`src/rtl/fifo_uart_tx_pkg.sv`:
```
// fifo_uart_tx_pkg: shared types and sizing helpers for the FIFO-draining UART transmitter.
// Latency: n/a (types and constants only).
// Backpressure: n/a.
// Optional feature macro used by importers: FIFO_UART_TX_PARITY_EN.
package fifo_uart_tx_pkg;

  typedef enum logic [2:0] {
    IDLE   = 3'd0,
    REQ    = 3'd1,
    WAIT   = 3'd2,
    START  = 3'd3,
    DATA   = 3'd4,
    PARITY = 3'd5,
    STOP   = 3'd6
  } state_t;

  // Line level while no frame is being sent (also the stop-bit level).
  localparam logic IDLE_LEVEL = 1'b1;

  // Counter width for a counter running 0..n-1; never narrower than one bit.
  function automatic int cnt_width(input int n);
    return (n <= 2) ? 1 : $clog2(n);
  endfunction

  localparam int BAUD_CNT_W_DEFAULT = cnt_width(16);
  localparam int BIT_CNT_W_DEFAULT  = cnt_width(8);

endpackage

```
`src/rtl/fifo_uart_tx_baud.sv`:
```
// baud_tick_gen: free-running bit-period counter producing a one-cycle bit_end tick.
// Latency: bit_end in the CLKS_PER_BIT-th cycle after clear is released.
// Backpressure: none; clear holds the counter at zero and suppresses the tick.
// Ports: clk, reset (sync, active-high), clear (hold at 0), bit_end (last cycle of a bit period).
module baud_tick_gen
  import fifo_uart_tx_pkg::*;
#(
  parameter int CLKS_PER_BIT = 16
) (
  input  logic clk,
  input  logic reset,
  input  logic clear,
  output logic bit_end
);

  localparam int CNT_W = cnt_width(CLKS_PER_BIT);
  localparam logic [CNT_W-1:0] LAST = CNT_W'(CLKS_PER_BIT - 1);

  logic [CNT_W-1:0] cnt;

  always_ff @(posedge clk) begin
    if (reset || clear) begin
      cnt <= '0;
    end else if (cnt == LAST) begin
      cnt <= '0;
    end else begin
      cnt <= cnt + 1'b1;
    end
  end

  assign bit_end = !clear && (cnt == LAST);

endmodule

```
`src/rtl/fifo_uart_tx.sv`:
```
// fifo_uart_tx: pops words from a FIFO read port and serialises them as UART frames (start, data LSB first, [parity], stop).
// Latency: rd_en one cycle after tx_en is seen in IDLE, start bit two cycles after rd_en.
// Backpressure: an empty FIFO (rd_val=0) returns to IDLE and re-polls every 3 cycles while tx_en is high.
// Ports: clk, reset (sync, active-high), tx_en (fetch enable), rd_en/rd_data/rd_val (FIFO read port),
//        tx (serial line, idle high), busy (frame on line), done (last cycle of frame).
// Optional: define FIFO_UART_TX_PARITY_EN to append an even-parity bit after the data bits.
module fifo_uart_tx
  import fifo_uart_tx_pkg::*;
#(
  parameter int DATA_WIDTH   = 8,
  parameter int CLKS_PER_BIT = 16,
  parameter int STOP_BITS    = 1
) (
  input  logic                  clk,
  input  logic                  reset,
  input  logic                  tx_en,
  output logic                  rd_en,
  input  logic [DATA_WIDTH-1:0] rd_data,
  input  logic                  rd_val,
  output logic                  tx,
  output logic                  busy,
  output logic                  done
);

  localparam int BIT_CNT_W = cnt_width(DATA_WIDTH);
  localparam logic [BIT_CNT_W-1:0] LAST_BIT = BIT_CNT_W'(DATA_WIDTH - 1);
  localparam logic STOP_LAST = 1'(STOP_BITS - 1);

  state_t                 state;
  state_t                 state_next;
  logic [DATA_WIDTH-1:0]  shreg;
  logic [BIT_CNT_W-1:0]   bit_cnt;
  logic                   stop_cnt;
  logic                   bit_end;
  logic                   baud_clear;
`ifdef FIFO_UART_TX_PARITY_EN
  logic                   parity_bit;
`endif

  // Baud counter idles at zero outside a frame, so it starts cleanly on entry to START.
  assign baud_clear = !busy;

  baud_tick_gen #(
    .CLKS_PER_BIT(CLKS_PER_BIT)
  ) u_baud (
    .clk    (clk),
    .reset  (reset),
    .clear  (baud_clear),
    .bit_end(bit_end)
  );

  always_ff @(posedge clk) begin
    if (reset) begin
      state <= IDLE;
    end else begin
      state <= state_next;
    end
  end

  always_comb begin
    state_next = state;
    rd_en      = 1'b0;
    busy       = 1'b0;
    done       = 1'b0;
    tx         = IDLE_LEVEL;
    case (state)
      IDLE: begin
        if (tx_en) state_next = REQ;
      end
      REQ: begin
        rd_en      = 1'b1;
        state_next = WAIT;
      end
      WAIT: begin
        state_next = rd_val ? START : IDLE;
      end
      START: begin
        busy = 1'b1;
        tx   = 1'b0;
        if (bit_end) state_next = DATA;
      end
      DATA: begin
        busy = 1'b1;
        tx   = shreg[0];
        if (bit_end && (bit_cnt == LAST_BIT)) begin
`ifdef FIFO_UART_TX_PARITY_EN
          state_next = PARITY;
`else
          state_next = STOP;
`endif
        end
      end
`ifdef FIFO_UART_TX_PARITY_EN
      PARITY: begin
        busy = 1'b1;
        tx   = parity_bit;
        if (bit_end) state_next = STOP;
      end
`endif
      STOP: begin
        busy = 1'b1;
        if (bit_end && (stop_cnt == STOP_LAST)) begin
          done       = 1'b1;
          state_next = IDLE;
        end
      end
      default: state_next = IDLE;
    endcase
  end

  // Frame datapath: word capture, data shifting, bit and stop-bit counting.
  always_ff @(posedge clk) begin
    if (reset) begin
      shreg    <= '0;
      bit_cnt  <= '0;
      stop_cnt <= 1'b0;
`ifdef FIFO_UART_TX_PARITY_EN
      parity_bit <= 1'b0;
`endif
    end else begin
      case (state)
        WAIT: begin
          if (rd_val) begin
            shreg    <= rd_data;
            bit_cnt  <= '0;
            stop_cnt <= 1'b0;
`ifdef FIFO_UART_TX_PARITY_EN
            parity_bit <= ^rd_data;
`endif
          end
        end
        DATA: begin
          if (bit_end) begin
            shreg   <= shreg >> 1;
            bit_cnt <= (bit_cnt == LAST_BIT) ? '0 : bit_cnt + 1'b1;
          end
        end
        STOP: begin
          if (bit_end) begin
            stop_cnt <= (stop_cnt == STOP_LAST) ? 1'b0 : stop_cnt + 1'b1;
          end
        end
        default: ;
      endcase
    end
  end

endmodule

```
`config.mk`:
```
export PLATFORM = sky130hd
export DESIGN_NAME = fifo_uart_tx
export DESIGN_NICKNAME = d
export VERILOG_FILES = /design/src/rtl/fifo_uart_tx_pkg.sv /design/src/rtl/fifo_uart_tx_baud.sv /design/src/rtl/fifo_uart_tx.sv
export SDC_FILE = /design/constraint.sdc
export NUM_CORES = 1
export LEC_CHECK = 0
export ABC_CLOCK_PERIOD_IN_PS = 1900
export BUFFER_PORTS_ARGS = -buffer_cell sky130_fd_sc_hd__clkbuf_2
export CAP_MARGIN = 25
export CORE_UTILIZATION = 48
export DETAILED_ROUTE_END_ITERATION = 12
export GPL_TIMING_DRIVEN = 0
export PLACE_DENSITY = 0.7
export RECOVER_POWER = 25
export SLEW_MARGIN = 30
export SYNTH_ARGS = -nofsm -noshare
export SYNTH_HDL_FRONTEND = slang
export SYNTH_SLANG_ARGS = --single-unit
```
`constraint.sdc`:
```
create_clock -name clk -period 1.9 [get_ports clk]
set_input_delay 0.38 -clock clk [delete_from_list [all_inputs] [get_ports clk]]
set_output_delay 0.38 -clock clk [all_outputs]
set_load 0.01 [all_outputs]
```
==> metrics.txt <==
crit path DAT=between 1 and 1.5 ns; sequential share of the synthesized area=between 30% and 40%; Crit Path Category=flop to primary output; number of global-route vias before repair=between 600 and 700; Sink Count=18; Placeable Area=1780 sq um; GRT Resource Usage Total=a little over a fifth; min Tclk post-route=about 1.8 ns; clock skew=0.00603 ns; Fmax=around 0.55 GHz; CP Max Fanout=9; Initial Utilization=53.2%; total negative slack=0 ns; Seq cells post-synth=18; Worst VDD drop=between 0.6 and 0.7 mV; drt wl/cell=14.2 um; Mapped Nets=111; count of cell types in the netlist=40; Post-route DRC=0; die height=between 40 and 50 um; Power Dens Cells=618 nW/um^2; Via density=between 5 and 6; EDFF count, synth=0; number of max-cap violations=0; Rows=15; fin crit share=96.3%; share of cells above drive strength 1=33.6%; Reg clk slew, reported paths=0.10 ns; Max clock buf depth=2; commonest non-fill, non-tap cells in the layout=15 x dfxtp_1, 13 x clkbuf_2, 8 x nor2_1, 8 x mux2i_1; First-pass DRT Iterations=4; GRT overflow=0; CTS tree=built; # diodes=0; cts bufs inserted=3; CP startpoint kind=flop; Via Count=815; largest net degree at the start of global routing=12; Final Wtd Congestion=a little over 0.7; worst slack, placed=slightly below 0.2 ns; WP data required=1.52 ns; die span in x=between 40 and 50 um; final hold vios=0; final max-slew violation count=0; Port Buffers=14; Root Driver=clkbuf_4; commonest register cell after synthesis=dfxtp_1; Area Growth Syn to Fin=20.6%; Slew @ Worst Pin=0.520 ns; relative slew slack=65.3%; commonest non-fill, non-tap cell in the layout=dfxtp_1; CP Capture Type=primary output; Final #Nets=135; synthesized cell area=948 sq um; Final WS setup=between 0.07 and 0.08 ns; Layout fillers=158; I/O Pins=16; hold crit path type=input port to flop; Post-Syn Instances=96; Final setup viols=0; H-tree depth=1; Post-Route WL=2.05 mm; first-pass GRT wire length=around 3.2 mm; outcome=completed; Static Leak=~0.48 nW; total die area=2160 sq um; initial antenna violation count=0; Avg Inst Size Synth=9.88 sq um; synth warn=0; Async SR Flop Fraction=0%; unrepaired setup endpoints after global routing=false; hpwl dp=1.41 mm; Iteration-0 DRC Markers=12; Routed Antenna Nets=0; worst-skew pair later-pin latency=0.30 ns
[cell families after synthesis]
| family | Yosys count | share of synthesized area (%) |
|---|---|---|
| flops | 18 | 38.0 |
| mux | 8 | 8.44 |
| simple gates | 31 | 20.3 |
| compound gates | 25 | 21.1 |
| buf+inv | 9 | 6.33 |
| xor+xnor | 2 | 1.85 |
| fa+ha+maj | 3 | 3.96 |
[cell type report]
class / count / area (sq um) / share of cell area, %
multi-input combinational: 69 / 546 / 47.7
timing repair buffer: 20 / 115 / 10.1
clock buffer: 4 / 36.3 / 3.17
tap: 25 / 31.3 / 2.74
inverter: 1 / 3.75 / 0.328
buffer: 7 / 47.5 / 4.16
sequential: 18 / 364 / 31.8
[registers in the layout (all words and copies together) (netlist names)]
name	count
state	3
shreg	8
bit_cnt	3
u_baud.cnt	4
[path summary, 6_finish.rpt]
path	from	end	slack, ns	cells after the start
setup / recovery	state[2]$_SDFFE_PP0P_	tx	0.07	4
hold / removal	rd_data[7]	shreg[7]$_SDFFE_PP0P_	0.30	3
setup reg to reg	state[2]$_SDFFE_PP0P_	shreg[0]$_SDFFE_PP0P_	0.33	5
hold reg to reg	u_baud.cnt[0]$_SDFF_PP0_	u_baud.cnt[0]$_SDFF_PP0_	0.47	1
[worst max-delay path, stage by stage, from the launching register on]
cell      delay, ns
dfxtp_2        0.33
buf_6          0.08
or3b_4         0.43
o21a_1         0.19
clkbuf_2       0.12
[cell usage after synthesis, types with 2 or more instances]
cell type   n  area share [%]
ha_1        3             4.0
a21oi_1     5             2.6
nor2_1      8             3.2
a221oi_1    7             6.5
dfxtp_1    18              38
buf_2       3             1.6
a2111oi_0   2             1.8
nand3_1     5             2.6
mux2i_1     8             8.4
nand2_1     5             2.0
o211ai_1    3             2.4
[stage by stage]
| step | instance area, sq um | cells | hold slack [ns] | total power [W] | utilization, % |
|---|---|---|---|---|---|
| after floorplan | 948 | 96 | 0.429 | 0.000452 | - |
| after global placement | 1050 | 135 | 0.453 | 0.000474 | 58.9 |
| after detailed placement | 1050 | 135 | 0.451 | 0.000477 | 58.9 |
| after CTS | 1100 | 140 | 0.295 | 0.000714 | 61.5 |
| after global routing | 1140 | 144 | 0.296 | 0.000734 | 64.1 |
| final | 1140 | 144 | 0.300 | 0.000707 | 64.1 |
[power by group]
part	internal, W	total (W)	switching (W)
sequential	0.000388	0.000395	0.00000730
clock	0.000117	0.000238	0.000121
combinational	0.0000361	0.0000738	0.0000377
total	0.000541	0.000707	0.000166
[per-layer routing]
layer / vias to the layer above / GRT usage (%) / part of all wire (%)
met1: 386 / 27.0 / 50
met5: - / 0 / 0
met4: 0 / 8.82 / 1.6
met2: 10 / 33.3 / 46
met3: 4 / 5.88 / 2.4
li1: 415 / - / -
[repair_timing]
item,CTS,global route
setup buffers,2,4
resized for setup,4,5
hold buffers,0,0
endpoints found under the hold margin,0,0
endpoints found under the setup margin,2,2
Note: power is estimated with default switching activity, not from simulation.
